[src/rtl/ref_gen.sv]
// Programmable square-wave reference for closed-loop PLL testing: phase-accumulator NCO with
// triangular frequency sweep, phase jumps and timed output dropout.
module ref_gen #(
  parameter int unsigned XTAL_FREQ        = 50000000,
  // 125 kHz expressed as Hz * 65536 / XTAL_FREQ
  parameter int unsigned FREQ_DEFAULT_RAW = 32'((64'd125000 << 16) / 64'(XTAL_FREQ))
) (
  input  logic        clk_50,
  input  logic        rst_n,
  input  logic [9:0]  freq_set,
  input  logic        freq_load,
  input  logic        sweep_en,
  input  logic [9:0]  sweep_lo,
  input  logic [9:0]  sweep_hi,
  input  logic [15:0] sweep_div,
  input  logic [15:0] phase_jump,
  input  logic        jump_req,
  input  logic [15:0] dropout_cycles,
  input  logic        dropout_req,
  output logic        ref_out,
  output logic [9:0]  freq_cur,
  output logic [1:0]  state,
  output logic        sweep_err
);

  typedef enum logic [1:0] {
    StRun     = 2'd0,
    StSweepUp = 2'd1,
    StSweepDn = 2'd2,
    StDrop    = 2'd3
  } state_e;

  localparam logic [9:0] FreqRst = FREQ_DEFAULT_RAW[9:0];

  state_e      state_q, saved_q;
  logic [15:0] acc_q, step_q, dcnt_q;
  logic [9:0]  freq_q;
  logic        ref_q, err_q;

  logic        drop_start, drop_exit, in_drop_next, sweep_ok, step_hit;
  logic [9:0]  freq_inc, freq_dec;
  logic [15:0] acc_d;

  always_comb begin
    drop_start   = dropout_req && (dropout_cycles != 16'd0);
    drop_exit    = (state_q == StDrop) && !drop_start && (dcnt_q == 16'd1);
    // ref_out is gated by the next state so the low window matches the dropout length exactly
    in_drop_next = drop_start || ((state_q == StDrop) && !drop_exit);
    sweep_ok     = sweep_lo < sweep_hi;
    step_hit     = step_q == sweep_div;
    freq_inc     = freq_q + 10'd1;
    freq_dec     = freq_q - 10'd1;
    acc_d        = acc_q + {6'b0, freq_q} + (jump_req ? phase_jump : 16'd0);
  end

  always_ff @(posedge clk_50 or negedge rst_n) begin
    if (!rst_n) begin
      acc_q   <= 16'd0;
      ref_q   <= 1'b0;
      freq_q  <= FreqRst;
      state_q <= StRun;
      saved_q <= StRun;
      step_q  <= 16'd0;
      dcnt_q  <= 16'd0;
      err_q   <= 1'b0;
    end else begin
      acc_q <= acc_d;
      ref_q <= in_drop_next ? 1'b0 : acc_q[15];
      if (drop_start) begin
        dcnt_q <= dropout_cycles;
        if (state_q != StDrop) saved_q <= state_q;
        state_q <= StDrop;
      end else begin
        unique case (state_q)
          StRun: begin
            if (sweep_en && sweep_ok) begin
              state_q <= StSweepUp;
              step_q  <= 16'd0;
              if (freq_q < sweep_lo || freq_q > sweep_hi) freq_q <= sweep_lo;
            end else begin
              if (sweep_en) err_q <= 1'b1;
              if (freq_load) freq_q <= freq_set;
            end
          end
          StSweepUp: begin
            if (!sweep_en) begin
              state_q <= StRun;
            end else if (step_hit) begin
              step_q <= 16'd0;
              freq_q <= freq_inc;
              if (freq_inc >= sweep_hi) state_q <= StSweepDn;
            end else begin
              step_q <= step_q + 16'd1;
            end
          end
          StSweepDn: begin
            if (!sweep_en) begin
              state_q <= StRun;
            end else if (step_hit) begin
              step_q <= 16'd0;
              freq_q <= freq_dec;
              if (freq_dec <= sweep_lo) state_q <= StSweepUp;
            end else begin
              step_q <= step_q + 16'd1;
            end
          end
          StDrop: begin
            if (dcnt_q == 16'd1) begin
              dcnt_q  <= 16'd0;
              state_q <= saved_q;
            end else begin
              dcnt_q <= dcnt_q - 16'd1;
            end
          end
          default: state_q <= StRun;
        endcase
      end
    end
  end

  assign ref_out   = ref_q;
  assign freq_cur  = freq_q;
  assign state     = state_q;
  assign sweep_err = err_q;

endmodule

[config.mk]
export PLATFORM = sky130hd
export DESIGN_NAME = ref_gen
export DESIGN_NICKNAME = d
export VERILOG_FILES = /design/src/rtl/ref_gen.sv
export SDC_FILE = /design/constraint.sdc
export NUM_CORES = 1
export LEC_CHECK = 0
export CAP_MARGIN = 30
export CORE_MARGIN = 5
export CORE_UTILIZATION = 59
export CTS_CLUSTER_DIAMETER = 80
export DETAILED_ROUTE_END_ITERATION = 8
export PLACE_DENSITY = 0.88
export SLEW_MARGIN = 15
export SYNTH_ARGS = -nofsm -noshare
export SYNTH_HDL_FRONTEND = slang
export SYNTH_SLANG_ARGS = --single-unit
[constraint.sdc]
create_clock -name clk_50 -period 6.8 [get_ports clk_50]
set_clock_uncertainty 0.15 [all_clocks]
set_input_delay 1.02 -clock clk_50 [delete_from_list [all_inputs] [get_ports clk_50]]
set_output_delay 1.02 -clock clk_50 [all_outputs]
set_load 0.02 [all_outputs]
* Word-level counts from Yosys, hierarchy flattened
Index checks and enable logic that the tools add are counted.
Widths: inputs -> output; s select.
** Storage, ports and cells
- Word-level logic and storage cells :: 88
- Output and inout bits :: 14
- Flip-flop bits (word level) :: 64
- Input port bits :: 84
** Cells by class
- Bitwise gates (word level) :: 2
- Reductions and logical operators :: 20
- Equality and inequality tests :: 20
- Mux-type cells :: 27
- Add/sub/neg operators :: 6
- Order comparisons :: 5
** Operators by type and width (count)
- $mux 16 :: 7
- $mux 10 :: 7
- $pmux 16 s2 :: 1
- $pmux 10 s3 :: 1
- $lt 10x10->1 :: 2
- $mux 2 :: 9
- $add 16x1->16 const B :: 1
- $add 16x10->16 :: 1
- $add 16x16->16 :: 1
- $eq 16x1->1 const B :: 1
- $eq 16x16->1 :: 1
- $ne 4x4->1 const B :: 4
- $reduce_bool 16->1 :: 1
- $sub 16x1->16 const B :: 1
- $ne 2x2->1 const B :: 6
- $add 10x1->10 const B :: 1
- $ge 10x10->1 :: 1
- $gt 10x10->1 :: 1
- $le 10x10->1 :: 1
- $sub 10x1->10 const B :: 1
- $ne 3x3->1 const B :: 3
- $pmux 2 s4 :: 1
- $reduce_and 4->1 :: 2
- $reduce_and 8->1 :: 1
- other kinds (15) :: 24

* Longest topological paths before layout
Gate-level depths: netlist of run 1.
- Depth in word-level cells :: 9
- Gate-level depth with buffers :: 14
- Depth with buffers taken out :: 13

* Worst setup path after synthesis of run 1
Ideal clock, no wire load.
- Path kind :: reg-to-reg
- From :: register freq_q[2] (netlist: freq_cur[2])
- To :: register state_q[0] (netlist: state[0])
- Path slack :: 3.116 ns
- Arrival :: 3.452 ns
- Data required time :: 6.568 ns
- Cell stages (with the launch flop) :: 13
- Library setup time :: 0.082 ns
- Clock period less this slack :: 3.684 ns
- Buffers on the path :: 1
- Cell sequence :: dfrtp_1 -> clkbuf_1 -> or4_1 -> nor4_1 -> xor2_1 -> ha_1 -> a21o_1 -> a21o_1 -> a221o_1 -> o2111a_1 -> nor4_2 -> nor3_1 -> a31oi_1
** On the way
- Cells in the longest elaborated chain, start to end :: 4
- Elaborated cells between the ends (all ways) :: 7
- Those cells by class :: add/sub (2); order compare (2); eq/ne (2); reduce/logical (1)
** RTL lines
- from (decl) :: RTL line 37 : logic [9:0] freq_q;
- from (signal assigned) :: RTL line 60 : freq_q <= FreqRst;
- from (signal assigned) :: RTL line 79 : if (freq_q < sweep_lo || freq_q > sweep_hi) freq_q <= sweep_lo;
- from (signal assigned) :: RTL line 82 : if (freq_load) freq_q <= freq_set;
- $sub 10x1->10 / $add 10x1->10 (equally long branches) :: RTL line 52, 51
- $le 10x10->1 / $ge 10x10->1 (equally long branches) :: RTL line 102, 91
- $ne 4x4->1 (no line)
- $reduce_and 6->1 (no line) (*)
- to (signal assigned) :: RTL line 61 : state_q <= StRun;
- to (signal assigned) :: RTL line 102 : if (freq_dec <= sweep_lo) state_q <= StSweepUp;
- to (signal assigned) :: RTL line 110 : state_q <= saved_q;
- to (decl) :: RTL line 35 : state_e state_q, saved_q;
Every way passes the cells marked *; elsewhere a longest branch is shown, timed or not.
A chain may end at the register's enable or synchronous reset.

* Worst setup path after layout of run 1
- From :: input port jump_req
- To :: register acc_q[14]
** On the way
- Cells in the longest elaborated chain, start to end :: 2
** RTL lines
- from (decl) :: RTL line 17 : input logic jump_req,
- $mux 16 :: RTL line 53 : acc_d = acc_q + {6'b0, freq_q} + (jump_req ? phase_jump : 16'd0);
- $add 16x16->16 :: RTL line 53
- via acc_d[14] :: RTL line 42 : logic [15:0] acc_d;
- to (signal assigned) :: RTL line 58 : acc_q <= 16'd0;
- to (signal assigned) :: RTL line 67 : acc_q <= acc_d;
- to (decl) :: RTL line 36 : logic [15:0] acc_q, step_q, dcnt_q;
The timed path passes the listed nets, and every way through them passes these cells.

==> metrics.yaml, run 1 <==
logic_synthesis:
  ys_warn_count: 0
  synth-xor-area-share_pct: 8.216
  post_synth_mux_area_share_pct: 4.444
  yosysTopAreaCell: "dfrtp_1"
  syn_nets: 852
  synthDominantCellAreaShare_pct: 25.15
  synth_compound_area_share_pct: 16.14
  synth_seq_cells: 64
  synth_top_family_by_area: "adder cells"
  async_flop_share_pct: 100.0
  synth_seq_area_share_pct: 26.91
  synth-simple-area-share_pct: 19.41
  ys_top_cells_by_area: "dfrtp_1 25%, ha_1 17%, xnor2_1 6.7%"
  synth_edf_count: 0
  synthCells: 678
  syn-cell-area_sq_um: 5969
  synth_area_per_cell_sq_um: 8.805
  ys.flop_type: "dfrtp_1"
  synth_cell_type_count: 60
  synthAdderAreaFrac_pct: 20.25
final_layout:
  fin_nets: 939
  final_cell_mix: "96 x clkdlybuf4s50_1, 79 x ha_1, 67 x nor2_1"
  final_common_cell: "clkdlybuf4s50_1"
  drive_gt1_share_pct: 6.494
  layout-area-overhead-vs-synth_pct: 21.82
  insertedDiodeCount: 0
grt:
  grt_pass1_wl_um: 26190
  overflow: 0
  antenna_found_initial: 0
  grt_use_total_pct: 25.39
  grt_max_degree: 65
  grt_pass1_vias: 5628
outcome:
  outcome: "finished, final reports clean"
power:
  peakVddDrop_mv: 0.2882
  p_leak_nw: 3.260
  powerDensity_nw_per_um2: 379.3
drt:
  postRouteAntennaNets: 0
  wl_per_cell_um: 17.05
  vias: 5428
  drt-initial-drc-count: 354
  wirelength_um: 15390
  drc: 0
  viasPerCell: 6.011
  dr.pass1.iters: 5
run:
  drv_cap: 0
timing:
  setup_ws_ps: 2658
  period_needed_ps: 4142
  hold_violations: 0
  min_period_over_period_pct: 60.92
  relSlewSlack_pct: 42.64
  fmax_mhz: 241.4
  finalSetupViolCount: 0
  tightest_slew_ps: 852.6
  rsz0062_at_grt: "false"
  finalSetupTns_ps: 0
  drv_slew: 0
setup_path:
  worstPathArrival_ps: 4220
  start_kind: "primary input"
  end_kind: "register"
  cp.required_ps: 6880
  worstSetupPathType: "in -> reg"
  cp_max_fo: 16
placement:
  place_ws_ps: 2293
  io_buffer_count: 97
  dpl.hpwl_um: 12300
  gp_congestion: 0.9727
clock_network:
  cts_sinks: 64
  insertion_delay_ps: 340
  ctsHtreeMaxLevel: 3
  cts.root.buffer_cell: "clkbuf_8"
  clk_pin_slew_worst_paths_ps: 70
  cts_tree: "yes"
  cts_buffer_depth: 2
  cts_buffers: 9
  post_cts_buffers: 0
  ctsHoldBuffers: 0
  cts_resized: 0
floorplanning:
  dieArea_sq_um: 12230
  fp.dieW_um: 110.6
  die_height_um: 110.6
  rows: 36
  initial_core_util_pct: 60.79
  core-area_sq_um: 9819
  ios: 98
worst_hold_path:
  hold_path.class: "reg -> reg"
-- flip-flops by register name (all words and copies together), names as in the netlist --
signal	count
step_q	16
freq_cur	10
acc_q	16
dcnt_q	16
sweep_err	1
state	2
saved_q	2
ref_out	1
-- cell usage after synthesis (all sizes together) (3+ instances only) --
cell / count
buf: 7
and3: 4
nand3: 12
dfstp: 4
o211ai: 4
dfrtp: 60
a211oi: 5
nor2: 67
or4: 3
a31oi: 4
nand3b: 3
a21o: 14
a21oi: 33
nor3b: 3
o21a: 3
nor3: 22
nor4: 17
o31ai: 5
xnor2: 46
xor2: 10
nand2b: 10
mux2i: 13
o21ai: 49
inv: 44
a22o: 5
and2: 17
nand4: 17
a221oi: 10
clkbuf: 18
ha: 79
mux2: 12
fa: 11
nand2: 42
-- per-stage QoR --
stage | std cells | hold WS [ps] | utilization, % | cell area [sq um] | power [mW]
after CTS | 903 | 336.2 | 74.06 | 7272 | 2.749
after detailed placement | 887 | 321.3 | 71.57 | 7028 | 2.340
after floorplan | 678 | 331.0 | - | 5969 | 1.878
final | 903 | 332.9 | 74.06 | 7272 | 2.759
after global placement | 887 | 318.6 | 71.57 | 7028 | 2.243
after global routing | 903 | 355.8 | 74.06 | 7272 | 3.002
-- cell type report --
class / instances / area, sq um
Multi-Input combinational cell: 545 / 4094
Fill cell: 680 / 2547
Sequential cell: 64 / 1607
Timing Repair Buffer: 101 / 996.0
Tap cell: 133 / 166.4
Inverter: 44 / 165.2
Clock buffer: 9 / 123.9
Clock inverter: 7 / 120.1
-- cells by family after synthesis --
| group | after synthesis |
|---|---|
| adder cells (fa/ha/maj) | 90 |
| XOR/XNOR | 56 |
| multiplexers | 25 |
| flip-flops | 64 |
| AO/OA/AOI/OAI | 147 |
| buffers and inverters | 69 |
| AND/OR/NAND/NOR | 227 |
-- routing by layer --
| layer | up-vias | global-route usage, % | part of all wire [%] |
|---|---|---|---|
| li1 | 2616 | - | - |
| met1 | 2563 | 32.27 | 43 |
| met2 | 209 | 43.61 | 49 |
| met3 | 40 | 4.814 | 5.9 |
| met4 | 0 | 7.964 | 2.5 |
| met5 | - | 0 | 0 |
-- critical path, cell delays in order --
cell and delay [ps]:
clkdlybuf4s50_1 750, and2_1 220, fa_1 450, ha_1 310, a21o_1 170, a21oi_1 270
o21a_1 180, o21ai_0 190, a31oi_1 360, mux2i_1 220, nand3_1 80
-- report_power, final --
part | internal [mW] | switching [mW] | total, mW
Sequential | 0.514 | 0.177 | 0.691
Combinational | 0.768 | 0.899 | 1.67
Clock | 0.244 | 0.156 | 0.400
-- path summary, 6_finish.rpt --
path	cells after the start	end	from	slack [ps]
max	11	acc_q[14]	jump_req	2660
min	1	sweep_err	sweep_err	330
max reg2reg	11	state[0]	freq_cur[2]	2900
min reg2reg	1	sweep_err	sweep_err	330
max in group asynchronous	2	dcnt_q[7]	rst_n	5260
min in group asynchronous	2	acc_q[1]	rst_n	680
Note: power is estimated with default switching activity, not from simulation.
==> run 2, diff against run 1 <==
--- a/config.mk
+++ b/config.mk
@@ -7,10 +7,10 @@
 export LEC_CHECK = 0
 export CAP_MARGIN = 30
 export CORE_MARGIN = 5
-export CORE_UTILIZATION = 59
+export CORE_UTILIZATION = 50
 export CTS_CLUSTER_DIAMETER = 80
 export DETAILED_ROUTE_END_ITERATION = 8
-export PLACE_DENSITY = 0.88
+export PLACE_DENSITY = 0.8
 export SLEW_MARGIN = 15
 export SYNTH_ARGS = -nofsm -noshare
 export SYNTH_HDL_FRONTEND = slang
==> constraint.sdc (replaced) <==
create_clock -name clk_50 -period 3.65 [get_ports clk_50]
set_clock_uncertainty 0.15 [all_clocks]
set_input_delay 0.5475 -clock clk_50 [delete_from_list [all_inputs] [get_ports clk_50]]
set_output_delay 0.5475 -clock clk_50 [all_outputs]
set_load 0.02 [all_outputs]
==> run 2 against run 1 <==
  * Final cell count grew 3.7%
  * Design area up 4.0%
  * Highest routed layer unchanged
  * Non-clock buffer count grew 20
  * Sequential share of layout area shrank 0.86 points
  * Setup slack got worse by 2400 ps
  * Sequential power is 72% higher
  * Wire length grew 10%
  * Register-to-register slack got worse by 2700 ps
==> metrics.yaml, run 2 (synthesis gave the netlist of run 1 again) <==
outcome:
  outcome: "finished, final reports clean"
final_layout:
  filler_cell_count: 977  # +44%
  drive_gt1_share_pct: 9.125  # +2.6 points
  final_common_cell: "clkdlybuf4s50_1"
  fin_nets: 959  # +2.1%
  reg_top3: "acc_q (16), dcnt_q (16), step_q (16)"
  fin_cells: 936  # +3.7%
  final_cell_mix: "96 x clkdlybuf4s50_1, 79 x ha_1, 67 x nor2_1"
  layout-area-overhead-vs-synth_pct: 26.72
  insertedDiodeCount: 0  # unchanged
  final_area_sq_um: 7565  # +4.0%
  final_util_pct: 63.78  # -10 points
timing:
  finalSetupViolCount: 0  # unchanged
  period_needed_ps: 3432
  tightest_slew_ps: 864.4  # +11.74 ps
  drv_slew: 0  # unchanged
  fmax_mhz: 291.4
  min_period_over_period_pct: 94.01
  relSlewSlack_pct: 42.38  # -0.26 points
  hold_violations: 0  # unchanged
  finalSetupTns_ps: 0  # unchanged
placement:
  gp_congestion: 0.9115  # -6.3%
  io_buffer_count: 97  # unchanged
  dpl.hpwl_um: 13200  # +7.4%
  postPlaceCellArea_sq_um: 7209  # +2.6%
  placedCellCount: 921  # +3.8%
run:
  drv_cap: 0  # unchanged
drt:
  dr.pass1.iters: 5  # unchanged
  wirelength_um: 16970  # +10%
  postRouteAntennaNets: 0  # unchanged
  wl_per_cell_um: 18.13  # +6.4%
  vias: 5561  # +2.5%
  viasPerCell: 5.941  # -1.2%
  drc: 0  # unchanged
  drt-initial-drc-count: 444  # +25%
setup_path:
  cp.required_ps: 3760  # -3120 ps
  cp_common_cell: "a21o_1"
  cp_max_fo: 4  # -12
  end_kind: "register"
  max_stage_delay_ps: 590  # -160 ps
  cp_slowest_cell: "or4_1"
  worstSetupPathType: "reg -> reg"
  worstPathArrival_ps: 3540  # -680 ps
  start_kind: "register"
  cp_cell_sequence: "or4_1 > nor4_2 > xor2_1 > ha_1 > a21o_1 > a21o_1 > a221o_1 > o2111a_1 > nor4_4 > nand2_1 > o211ai_1"
grt:
  grt_use_total_pct: 24.34  # -1.1 points
  grt_max_degree: 65  # unchanged
  overflow: 0  # unchanged
  grt_pass1_vias: 5706  # +1.4%
  grt_pass1_wl_um: 28210  # +7.7%
  antenna_found_initial: 0  # unchanged
floorplanning:
  dieArea_sq_um: 14220  # +16%
  initial_core_util_pct: 50.33  # -10 points
  ios: 98  # unchanged
  fp.dieW_um: 119.3  # +7.8%
  core-area_sq_um: 11860  # +21%
  rows: 40  # +11%
  die_height_um: 119.3  # +7.8%
power:
  p_sw_mw: 2.466  # +100%
  p_leak_nw: 3.401  # +4.3%
  power_mw: 5.663  # +110%
  swShare_pct: 43.55  # -1.1 points
  powerDensity_nw_per_um2: 748.7  # +97%
  internal-power_mw: 3.197  # +110%
  comb_power_share_pct: 61.1  # +0.7 points
  p_clk_share_pct: 17.8  # +3.3 points
  peakVddDrop_mv: 0.6837  # +140%
  p_seq_share_pct: 21.1  # -4.0 points
clock_network:
  ctsHtreeMaxLevel: 3  # unchanged
  insertion_delay_ps: 340  # about the same
  cts_tree: "yes"
  cts.root.buffer_cell: "clkbuf_16"
  cts_buffer_depth: 2  # unchanged
  clk_pin_slew_worst_paths_ps: 60  # about the same
  cts_sinks: 64  # unchanged
  cts_buffers: 9  # unchanged
worst_hold_path:
  hold_path.class: "in -> async"
-- run 2: cell types whose count changed in the layout (fill, tap and decap cells not counted) --
cell        delta
buf_4         +20
clkbuf_16      +9
clkbuf_8       -8
clkinv_4       -2
a211oi_1       -1
a211oi_2       +1
clkinv_2       -1
clkinvlp_4     +1
nor3b_1        -1
nor3b_2        +1
nor4_1         -1
nor4_4         +1
-- run 2: power groups by stage --
stage                     Sequential (mW)  Combinational, mW  Clock [mW]
after floorplan                      1.24               2.27           0
after global placement               1.18               3.22           0
after detailed placement             1.19               3.38           0
after CTS                            1.19               3.42        1.03
after global routing                 1.23               3.84        1.05
final                                1.19               3.46        1.01
-- run 2: repair_timing --
action                                  in CTS  in global routing
setup buffers                                0                  0
hold buffers                                 0                  0
resized for setup                            0                  2
endpoints found under the setup margin       0                  2
-- run 2: cell type report --
cell class              count  area (sq um)  area share, %
clock buffers              10         239.0          3.159
clock inverters             5         105.1          1.389
inverters                  44         165.2          2.183
multi-input cells         545          4119          54.45
flip-flops and latches     64          1607          21.24
well taps                 147         183.9          2.431
repair buffers            121          1146          15.15
-- run 2: critical path: cells and delay by family, from the launching register on --
family                   cells  cell delay, ps
AND/OR/NAND/NOR              4            1240
AO/OA/AOI/OAI                5            1110
flip-flops                   1             370
adder cells (fa/ha/maj)      1             280
XOR/XNOR                     1             230
-- run 2: stage by stage --
step           setup slack [ps]  hold slack [ps]
2_1_floorplan             24.46            101.9
3_3_place_gp              48.75            340.0
3_5_place_dp             -28.35            343.6
4_1_cts                   148.4            275.0
5_1_grt                  -9.006            344.3
6_report                  218.5            234.0
-- run 2: metal layers --
metal	wire [um]	up-vias	GRT usage, %
li1	-	2654	-
met1	7523	2687	31.90
met2	8284	195	41.72
met3	911	25	3.989
met4	254	0	6.227
met5	0	-	0
-- run 2: final timing paths --
kind,startpoint,end,slack [ps],cells after the start
worst max-delay path,freq_cur[1],state[1],220,11
worst min-delay path,rst_n,freq_cur[4],230,2
worst max register to register,freq_cur[1],state[1],220,11
worst min register to register,sweep_err,sweep_err,350,1
max in group asynchronous,rst_n,step_q[15],2530,2
min in group clk_50,sweep_err,sweep_err,350,1
==> run 3, diff against run 2 <==
--- a/config.mk
+++ b/config.mk
@@ -7,10 +7,10 @@
 export LEC_CHECK = 0
 export CAP_MARGIN = 30
 export CORE_MARGIN = 5
-export CORE_UTILIZATION = 50
+export CORE_UTILIZATION = 30
 export CTS_CLUSTER_DIAMETER = 80
 export DETAILED_ROUTE_END_ITERATION = 8
-export PLACE_DENSITY = 0.8
+export PLACE_DENSITY = 0.53
 export SLEW_MARGIN = 15
 export SYNTH_ARGS = -nofsm -noshare
 export SYNTH_HDL_FRONTEND = slang
==> run 3 against run 2 <==
  * Total power is 1.1% lower
  * Maximum frequency barely moved
  * Design area rose by 2.6%
  * Largest power group unchanged
  * Count of clock-buffer cells in the layout is 1 lower
  * Die area up 60%
  * Utilization decreased by 24 points
  * Sequential power about the same
==> metrics.yaml, run 3 (synthesis gave the netlist of run 1 again) <==
power:
  powerDensity_nw_per_um2: 721.5  # -3.6%
  swShare_pct: 43.13  # -0.42 points
  p_sw_mw: 2.416  # -2.0%
  internal-power_mw: 3.185  # -0.37%
  p_clk_share_pct: 17.1  # -0.7 points
  comb_power_share_pct: 62.1  # +1.0 points
  p_leak_nw: 3.443  # +1.2%
  peakVddDrop_mv: 0.4338  # -37%
  p_seq_share_pct: 20.8  # -0.3 points
timing:
  relSlewSlack_pct: 58.22  # +16 points
  rsz0062_at_grt: "false"
  hold_violations: 0  # unchanged
  setup_ws_ps: 216.2  # -2.219 ps
  period_needed_ps: 3434  # +2.219 ps
  fmax_mhz: 291.2  # about the same
  min_period_over_period_pct: 94.08  # about the same
  drv_slew: 0  # unchanged
  tightest_slew_ps: 620.9  # -243.4 ps
  finalSetupTns_ps: 0  # unchanged
  finalSetupViolCount: 0  # unchanged
floorplanning:
  fp.dieW_um: 151.1  # +27%
  dieArea_sq_um: 22820  # +60%
  initial_core_util_pct: 30.57  # -20 points
  die_height_um: 151.1  # +27%
  rows: 51  # +28%
  core-area_sq_um: 19530  # +65%
  ios: 98  # unchanged
placement:
  place_ws_ps: -4.870  # +23.48 ps
  dpl.hpwl_um: 13880  # +5.2%
  gp_congestion: 0.8569  # -6.0%
  io_buffer_count: 97  # unchanged
clock_network:
  ctsHtreeMaxLevel: 3  # unchanged
  cts.root.buffer_cell: "clkbuf_16"
  cts_sinks: 64  # unchanged
  cts_buffer_depth: 2  # unchanged
  post_cts_buffers: 0  # unchanged
  clk_pin_slew_worst_paths_ps: 60  # about the same
  cts_buffers: 9  # unchanged
  cts_tree: "yes"
  insertion_delay_ps: 340  # about the same
setup_path:
  cp_max_fo: 4  # unchanged
  cp_slowest_cell: "or4_1"
  worstPathArrival_ps: 3540  # about the same
  end_kind: "register"
  cp_cell_sequence: "or4_1 > buf_4 > nor3b_1 > xor2_1 > ha_1 > nand4_1 > nor2_1 > a221o_1 > o2111a_1 > nor4_4 > nor3_1 > a31oi_1"
  ff2ff_path_depth: 12  # +1
  worstSetupPathType: "reg -> reg"
  cp.required_ps: 3760  # about the same
  max_stage_delay_ps: 580  # about the same
  start_kind: "register"
final_layout:
  filler_cell_count: 2023  # +110%
  final-seq-area_sq_um: 1607  # unchanged
  multi_input_area_sq_um: 4114  # -0.12%
  final_common_cell: "clkdlybuf4s50_1"
  layout-area-overhead-vs-synth_pct: 30.06
  reg_top3: "acc_q (16), dcnt_q (16), step_q (16)"
  fin_nets: 967  # +0.83%
  final_cell_mix: "96 x clkdlybuf4s50_1, 79 x ha_1, 67 x nor2_1"
  insertedDiodeCount: 0  # unchanged
  drive_gt1_share_pct: 9.900  # +0.77 points
grt:
  grt_max_degree: 32  # -51%
  grt_pass1_vias: 5513  # -3.4%
  antenna_found_initial: 0  # unchanged
  grt_pass1_wl_um: 27810  # -1.4%
  met3_usage_pct: 2.454  # -1.5 points
  grt_use_total_pct: 15.41  # -8.9 points
  overflow: 0  # unchanged
  busiest_layer: "met2"
  grt_use_met2_pct: 25.83  # -16 points
  grt_util_met1_pct: 20.40  # -11 points
worst_hold_path:
  hold_depth: 1
  hold_path.class: "reg -> reg"
drt:
  drt-initial-drc-count: 170  # -62%
  drc: 0  # unchanged
  wl_per_cell_um: 15.98  # -12%
  postRouteAntennaNets: 0  # unchanged
  vias: 5286  # -4.9%
  dr.pass1.iters: 4  # -1
  viasPerCell: 4.973  # -16%
  wirelength_um: 16980  # about the same
outcome:
  outcome: "finished, final reports clean"
run:
  drv_cap: 0  # unchanged
## run 3: power by group through the flow
stage	logic, mW	registers [mW]	clock network (mW)
finish	3.48	1.16	0.960
global route	3.94	1.20	1.02
CTS	3.50	1.17	0.987
detailed placement	3.48	1.18	0
global placement	3.45	1.18	0
floorplan	2.27	1.24	0
## run 3: worst paths after layout
path	startpoint	endpoint	slack, ps
setup reg to reg	freq_cur[1]	state[0]	220
hold / removal	saved_q[1]	saved_q[1]	360
hold reg to reg	saved_q[1]	saved_q[1]	360
max in group asynchronous	rst_n	freq_cur[7]	2070
setup / recovery	freq_cur[1]	state[0]	220
min in group asynchronous	rst_n	acc_q[0]	540
## run 3: per-layer routing
layer,share of wire (%),up-vias
met4,1.9,0
met3,3.1,21
met1,48,2507
met2,47,89
li1,-,2669
met5,0,-
## run 3: final cells by class
class	count	area share [%]
Timing Repair Buffer	129	15.73
Sequential cell	64	20.69
Clock buffer	9	2.901
Tap cell	265	4.271
Inverter	44	2.127
Multi-Input combinational cell	545	52.99
Clock inverter	7	1.289
## run 3: what timing repair did
action,4_1_cts,5_1_grt
hold buffers,1,0
setup endpoints to repair,0,2
resized for setup,0,1
hold endpoints to repair,8,0
## run 3: stage by stage
stage	util, %	instance area (sq um)	instances	hold WS (ps)	total power [mW]
detailed placement	38.01	7422	1046	348.7	4.657
finish	39.76	7764	1063	360.0	5.601
global route	39.76	7764	1063	367.8	6.158
floorplan	-	5979	678	101.9	3.505
CTS	39.73	7757	1063	362.3	5.653
global placement	38.01	7422	1046	345.6	4.626
## run 3: critical path: cells and delay by family, from the launching register on
family	cells	cell delay (ps)
XOR/XNOR	1	230
buffers and inverters	1	180
AND/OR/NAND/NOR	6	1410
AO/OA/AOI/OAI	3	740
adder cells (fa/ha/maj)	1	280
flip-flops	1	360
